## src/rtl/uart_wrapper_pkg.sv

```systemverilog
// Shared state encodings and defaults for the command-link UART wrapper.
// No logic here; imported by the receiver and the wrapper top.
package uart_wrapper_pkg;

    localparam int DEFAULT_BAUD_DIV = 2604;

    typedef enum logic [1:0] {
        RX_IDLE,
        RX_START,
        RX_DATA,
        RX_STOP
    } rx_state_t;

    typedef enum logic [1:0] {
        TX_IDLE,
        TX_START,
        TX_DATA,
        TX_STOP
    } tx_state_t;

    typedef enum logic {
        ASM_HIGH,
        ASM_LOW
    } asm_state_t;

endpackage

```

## src/rtl/uart_byte_rx.sv

```systemverilog
// 8N1 byte receiver: byte_done pulses one cycle at mid stop bit, ~9.5 bit times after start edge.
// No backpressure: rx_byte is only valid in the byte_done cycle and must be taken then.
module uart_byte_rx
    import uart_wrapper_pkg::*;
#(
    parameter int BAUD_DIV = DEFAULT_BAUD_DIV
) (
    input  logic       clk,
    input  logic       rst,
    input  logic       rx,
    output logic       byte_done,
    output logic [7:0] rx_byte
);

    localparam int CW = $clog2(BAUD_DIV);
    localparam logic [CW-1:0] LAST = CW'(BAUD_DIV - 1);
    localparam logic [CW-1:0] HALF = CW'(BAUD_DIV / 2 - 1);

    logic            rx_s1;
    logic            rx_s2;
    logic            rx_prev;
    rx_state_t       state;
    rx_state_t       state_nxt;
    logic [CW-1:0]   cnt;
    logic [CW-1:0]   cnt_nxt;
    logic [2:0]      bit_idx;
    logic [2:0]      bit_nxt;
    logic [7:0]      shift;
    logic [7:0]      shift_nxt;
    logic            done;
    logic            done_nxt;

    always_ff @(posedge clk) begin
        if (rst) begin
            rx_s1   <= 1'b1;
            rx_s2   <= 1'b1;
            rx_prev <= 1'b1;
            state   <= RX_IDLE;
            cnt     <= '0;
            bit_idx <= '0;
            shift   <= '0;
            done    <= 1'b0;
        end else begin
            rx_s1   <= rx;
            rx_s2   <= rx_s1;
            rx_prev <= rx_s2;
            state   <= state_nxt;
            cnt     <= cnt_nxt;
            bit_idx <= bit_nxt;
            shift   <= shift_nxt;
            done    <= done_nxt;
        end
    end

    // Start bit is re-checked at its midpoint; later samples then land mid-bit.
    always_comb begin
        state_nxt = state;
        cnt_nxt   = cnt + 1'b1;
        bit_nxt   = bit_idx;
        shift_nxt = shift;
        done_nxt  = 1'b0;
        case (state)
            RX_IDLE: begin
                cnt_nxt = '0;
                if (rx_prev && !rx_s2) begin
                    state_nxt = RX_START;
                end
            end
            RX_START: begin
                if (cnt == HALF) begin
                    cnt_nxt   = '0;
                    bit_nxt   = '0;
                    state_nxt = rx_s2 ? RX_IDLE : RX_DATA;
                end
            end
            RX_DATA: begin
                if (cnt == LAST) begin
                    cnt_nxt   = '0;
                    shift_nxt = {rx_s2, shift[7:1]};
                    bit_nxt   = bit_idx + 3'd1;
                    if (bit_idx == 3'd7) begin
                        state_nxt = RX_STOP;
                    end
                end
            end
            RX_STOP: begin
                if (cnt == LAST) begin
                    cnt_nxt   = '0;
                    done_nxt  = 1'b1;
                    state_nxt = RX_IDLE;
                end
            end
            default: begin
                state_nxt = RX_IDLE;
                cnt_nxt   = '0;
            end
        endcase
    end

    assign byte_done = done;
    assign rx_byte   = shift;

endmodule

```

## src/rtl/uart_wrapper.sv

```systemverilog
// Host-link UART front end: two RX bytes -> 16-bit cmd (cmd_rdy one cycle after 2nd byte_done); one resp byte -> TX frame.
// No backpressure: cmd_rdy is a flag cleared by clr_cmd_rdy or a new first byte; send_resp is dropped unless TX is idle.
module uart_wrapper
    import uart_wrapper_pkg::*;
#(
    parameter int BAUD_DIV = DEFAULT_BAUD_DIV
) (
    input  logic        clk,
    input  logic        rst,
    input  logic        RX,
    input  logic        clr_cmd_rdy,
    output logic        cmd_rdy,
    output logic [15:0] cmd,
    input  logic        send_resp,
    input  logic [7:0]  resp,
    output logic        resp_sent,
    output logic        TX
);

    localparam int CW = $clog2(BAUD_DIV);
    localparam logic [CW-1:0] LAST = CW'(BAUD_DIV - 1);

    logic       byte_done;
    logic [7:0] rx_byte;

    uart_byte_rx #(
        .BAUD_DIV (BAUD_DIV)
    ) u_byte_rx (
        .clk       (clk),
        .rst       (rst),
        .rx        (RX),
        .byte_done (byte_done),
        .rx_byte   (rx_byte)
    );

    asm_state_t asm_state;
    asm_state_t asm_nxt;

    always_comb begin
        asm_nxt = asm_state;
        if (byte_done) begin
            asm_nxt = (asm_state == ASM_HIGH) ? ASM_LOW : ASM_HIGH;
        end
    end

    // A completing second byte sets cmd_rdy even if clr_cmd_rdy arrives the same cycle.
    always_ff @(posedge clk) begin
        if (rst) begin
            asm_state <= ASM_HIGH;
            cmd       <= 16'h0000;
            cmd_rdy   <= 1'b0;
        end else begin
            asm_state <= asm_nxt;
            if (byte_done && asm_state == ASM_HIGH) begin
                cmd[15:8] <= rx_byte;
                cmd_rdy   <= 1'b0;
            end else if (byte_done && asm_state == ASM_LOW) begin
                cmd[7:0]  <= rx_byte;
                cmd_rdy   <= 1'b1;
            end else if (clr_cmd_rdy) begin
                cmd_rdy   <= 1'b0;
            end
        end
    end

    tx_state_t     tx_state;
    tx_state_t     tx_state_nxt;
    logic [CW-1:0] tx_cnt;
    logic [CW-1:0] tx_cnt_nxt;
    logic [2:0]    tx_bit;
    logic [2:0]    tx_bit_nxt;
    logic [7:0]    tx_shift;
    logic [7:0]    tx_shift_nxt;
    logic          tx_line_nxt;
    logic          sent_nxt;

    always_comb begin
        tx_state_nxt = tx_state;
        tx_cnt_nxt   = tx_cnt + 1'b1;
        tx_bit_nxt   = tx_bit;
        tx_shift_nxt = tx_shift;
        case (tx_state)
            TX_IDLE: begin
                tx_cnt_nxt = '0;
                if (send_resp) begin
                    tx_shift_nxt = resp;
                    tx_state_nxt = TX_START;
                end
            end
            TX_START: begin
                if (tx_cnt == LAST) begin
                    tx_cnt_nxt   = '0;
                    tx_bit_nxt   = '0;
                    tx_state_nxt = TX_DATA;
                end
            end
            TX_DATA: begin
                if (tx_cnt == LAST) begin
                    tx_cnt_nxt   = '0;
                    tx_shift_nxt = {1'b0, tx_shift[7:1]};
                    tx_bit_nxt   = tx_bit + 3'd1;
                    if (tx_bit == 3'd7) begin
                        tx_state_nxt = TX_STOP;
                    end
                end
            end
            TX_STOP: begin
                if (tx_cnt == LAST) begin
                    tx_cnt_nxt   = '0;
                    tx_state_nxt = TX_IDLE;
                end
            end
            default: begin
                tx_state_nxt = TX_IDLE;
                tx_cnt_nxt   = '0;
            end
        endcase
    end

    // Line level and completion strobe are decoded from next-state so both registers line up with tx_state.
    always_comb begin
        tx_line_nxt = 1'b1;
        case (tx_state_nxt)
            TX_START: tx_line_nxt = 1'b0;
            TX_DATA:  tx_line_nxt = tx_shift_nxt[0];
            default:  tx_line_nxt = 1'b1;
        endcase
        sent_nxt = (tx_state_nxt == TX_STOP) && (tx_cnt_nxt == LAST);
    end

    always_ff @(posedge clk) begin
        if (rst) begin
            tx_state  <= TX_IDLE;
            tx_cnt    <= '0;
            tx_bit    <= '0;
            tx_shift  <= '0;
            TX        <= 1'b1;
            resp_sent <= 1'b0;
        end else begin
            tx_state  <= tx_state_nxt;
            tx_cnt    <= tx_cnt_nxt;
            tx_bit    <= tx_bit_nxt;
            tx_shift  <= tx_shift_nxt;
            TX        <= tx_line_nxt;
            resp_sent <= sent_nxt;
        end
    end

endmodule

```

## config.mk

```make
export PLATFORM = sky130hd
export DESIGN_NAME = uart_wrapper
export DESIGN_NICKNAME = d
export VERILOG_FILES = /design/src/rtl/uart_wrapper_pkg.sv /design/src/rtl/uart_byte_rx.sv /design/src/rtl/uart_wrapper.sv
export SDC_FILE = /design/constraint.sdc
export NUM_CORES = 1
export LEC_CHECK = 0
export ABC_AREA = 1
export CAP_MARGIN = 15
export CORE_MARGIN = 1
export CORE_UTILIZATION = 55
export CTS_CLUSTER_DIAMETER = 100
export DETAILED_ROUTE_END_ITERATION = 16
export GPL_TIMING_DRIVEN = 0
export PLACE_DENSITY = 0.77
export SYNTH_ARGS = -nofsm -noshare
export SYNTH_HDL_FRONTEND = slang
export SYNTH_SLANG_ARGS = --single-unit
```

## constraint.sdc

```tcl
create_clock -name clk -period 4.91 [get_ports clk]
set_clock_uncertainty 0.2 [all_clocks]
set_input_delay 0.982 -clock clk [delete_from_list [all_inputs] [get_ports clk]]
set_output_delay 0.982 -clock clk [all_outputs]
set_load 0.01 [all_outputs]
```

==> summary.md <==
| Metric | Value |
|---|---|
| Status | `finished, final reports clean` |
| Crit share post-route | `0.493` |
| Root buffer cell | `clkbuf_8` |
| Detail Route Antenna Nets | `0` |
| Worst Hold Path EP | `u_byte_rx.rx_s2` |
| Drt drc | `0` |
| Via count | `2796` |
| Yosys Warn Count | `0` |
| Die span in y | `78.8 um` |
| Worst Hold Class | `register to register` |
| Hold path cells | `1` |
| Final std cells w/o fill | `544` |
| Critical Path Max Stage Delay | `0.54 ns` |
| Commonest non-fill, non-tap cell in the layout | `nand2_1` |
| Post-Synthesis Cells | `426` |
| Fraction of power spent switching nets | `0.252` |
| Post-synth ARST share | `0` |
| Core box area | `5610 sq um` |
| Power share of the clock group | `0.388` |
| Synth unique cells | `36` |
| Max_slew headroom | `0.657` |
| Slowest stage cell, crit path | `clkdlybuf4s50_1` |
| CP cell instances | `clkdlybuf4s50_1` |
| Delay-heaviest family, CP | `buffers and inverters` |
| Pin count of the biggest net entering global routing | `13` |
| Worst skew pair latency | `0.35 ns` |
| Worst slew pin tran | `0.512 ns` |
| Layout Nets | `491` |
| Worst Setup Start Kind | `register` |
| LEAKAGE | `1.51 nW` |
| Initial antenna violation count | `0` |
| Post-Syn Area | `3240 sq um` |
| Sequential power share | `0.506` |
| Maximum vdd drop | `0.233 mV` |
| Hold_buf cts | `0` |
| GPL Wtd Cong | `0.812` |
| Clock sinks | `74` |
| Worst r2r src | `tx_cnt[0]` |
| IO buf count | `30` |
| CP endpoint kind | `output pin` |
| CP Class | `register to output pin` |
| Syn_nets | `450` |
| Reg-to-reg slack, setup | `2.91 ns` |
| Area of the die | `6210 sq um` |
| Most frequent cells in the layout | `nand2_1, dfxtp_1, nor2_1` |
| CTS H-tree depth | `3` |
| CTS tree | `yes` |
| Power Dens Cells | `324 nW/um^2` |
| Final Hold Viols | `0` |
| Filler instances | `468` |
| Gr ovfl total | `0` |
| First-pass GRT wire length | `11200 um` |
| Antenna fix cells | `0` |
| Crit path DAT | `1.24 ns` |
| Setup_tns | `0 ns` |
| Yosys reg bits | `74` |
| Die Wd | `78.8 um` |
| Via density | `5.14` |
| Worst-path clk slew | `0.07 ns` |
| Sequential fraction of the synthesis area | `0.457` |
| Num CTS Buffers | `9` |
| Final Setup Violations | `0` |
| Dpl cells | `528` |
| All-Layer GR Usage | `0.233` |
| Min cycle time layout | `2.42 ns` |
| Number of max-cap violations | `0` |
| Rows | `27` |
| Worst r2r path cells | `13` |
| CTS resizes | `0` |
| Final Max Slew Viols | `0` |
| Sw Pwr | `0.000313 W` |
| Worst-path fanout max | `2` |
| Main synth FF type | `dfxtp_1` |
| RSZ-0062 raised after global routing | `false` |
| Longest Clk Path Bufs | `2` |
| Post-CTS Setup Inserts | `0` |
| Routed WL per cell | `12.0 um` |
| Hold Path Origin | `u_byte_rx.rx_s1` |
| Detailed Place HPWL | `4630 um` |
| Logic gate share of total power | `0.106` |
| Post-Route WL | `6510 um` |
| Vias in the first global route | `2649` |
| Reg-to-reg endpoint | `tx_bit[1]` |
| IO Pins | `32` |
| Share of cells above drive strength 1 | `0.0890` |
| Number of synthesized flops with an enable pin | `0` |
| Internal power | `0.000930 W` |
| Starting density of the core | `0.578` |
| Avg Inst Size Synth | `7.61 sq um` |
| Critical path required time | `3.73 ns` |
| Initial DRC count | `142` |
| Drt pass-1 iters | `5` |
| Max Fclk | `0.413 GHz` |
| Area growth syn-to-layout | `18.4%` |
| Buf/Inv on CP | `1` |
how the worst max path moves through the flow:
stage,startpoint,to,slack (ns),depth (start not counted)
5_1_grt,send_resp,TX,2.42,7
6_report,cmd[10],cmd[10],2.49,1
2_1_floorplan,rst,cmd[0],2.83,6
3_3_place_gp,send_resp,TX,2.21,7
3_5_place_dp,send_resp,TX,2.19,7
4_1_cts,cmd[10],cmd[10],2.48,1
final cells by class:
class / count / area [sq um] / share of cell area
Buffer: 13 / 66.3 / 0.0173
Clock buffer: 12 / 155 / 0.0404
Clock inverter: 4 / 50.0 / 0.0130
Inverter: 44 / 165 / 0.0430
Multi-Input combinational cell: 295 / 1530 / 0.399
Sequential cell: 74 / 1480 / 0.386
Tap cell: 72 / 90.1 / 0.0235
Timing Repair Buffer: 30 / 300 / 0.0782
cell usage after synthesis (all sizes together) (5+ instances only):
cell type | count | area [sq um]
inv | 43 | 161
xor2 | 7 | 61.3
nand3 | 29 | 163
nor3 | 6 | 35.0
nor2 | 66 | 300
buf | 5 | 33.8
nand4 | 5 | 31.3
dfxtp | 74 | 1480
o21ai | 35 | 179
a21oi | 46 | 234
clkbuf | 8 | 32.5
nand2 | 79 | 309
ha | 11 | 138
metrics by stage:
step / instance area [sq um] / utilization / setup WS, ns / hold WS, ns / power (W)
2_1_floorplan: 3240 / - / 2.83 / 0.189 / 0.000741
3_5_place_dp: 3630 / 0.648 / 2.19 / 0.195 / 0.000774
3_3_place_gp: 3630 / 0.648 / 2.21 / 0.194 / 0.000770
5_1_grt: 3840 / 0.685 / 2.42 / 0.242 / 0.00131
6_report: 3840 / 0.685 / 2.49 / 0.211 / 0.00124
4_1_cts: 3840 / 0.685 / 2.48 / 0.212 / 0.00126
sequential cells by signal, indices dropped and copies added, names as in the netlist, named ones only:
register and count:
u_byte_rx.state 1, u_byte_rx.rx_byte 8, u_byte_rx.rx_prev 1, cmd_rdy 1, resp_sent 1, u_byte_rx.rx_s2 1, u_byte_rx.rx_s1 1, tx_bit 3
cmd 16, tx_state 2, u_byte_rx.bit_idx 3, tx_cnt 12, u_byte_rx.byte_done 1, asm_state 1, u_byte_rx.cnt 12, TX 1
tx_shift 8
routing by layer:
layer,part of all wire,up-vias,GRT usage
met3,0.043,11,0.0897
li1,-,1466,-
met5,0,-,0
met1,0.47,1271,0.275
met4,0.019,0,0.0815
met2,0.47,48,0.383
power by group through the flow:
stage                     clock network (W)  logic, W  registers [W]
after floorplan                           0  0.000100       0.000640
after global placement                    0  0.000128       0.000642
after detailed placement                  0  0.000132       0.000643
after CTS                          0.000494  0.000133       0.000629
after global routing               0.000526  0.000148       0.000631
final                              0.000482  0.000132       0.000629
cell families after synthesis:
| group | count (synthesis) | share of synthesized area |
|---|---|---|
| simple gates | 192 | 0.273 |
| fa+ha+maj | 11 | 0.0424 |
| compound gates | 83 | 0.132 |
| xor+xnor | 9 | 0.0243 |
| buf+inv | 57 | 0.0714 |
| flops | 74 | 0.457 |
Note: power is estimated with default switching activity, not from simulation.
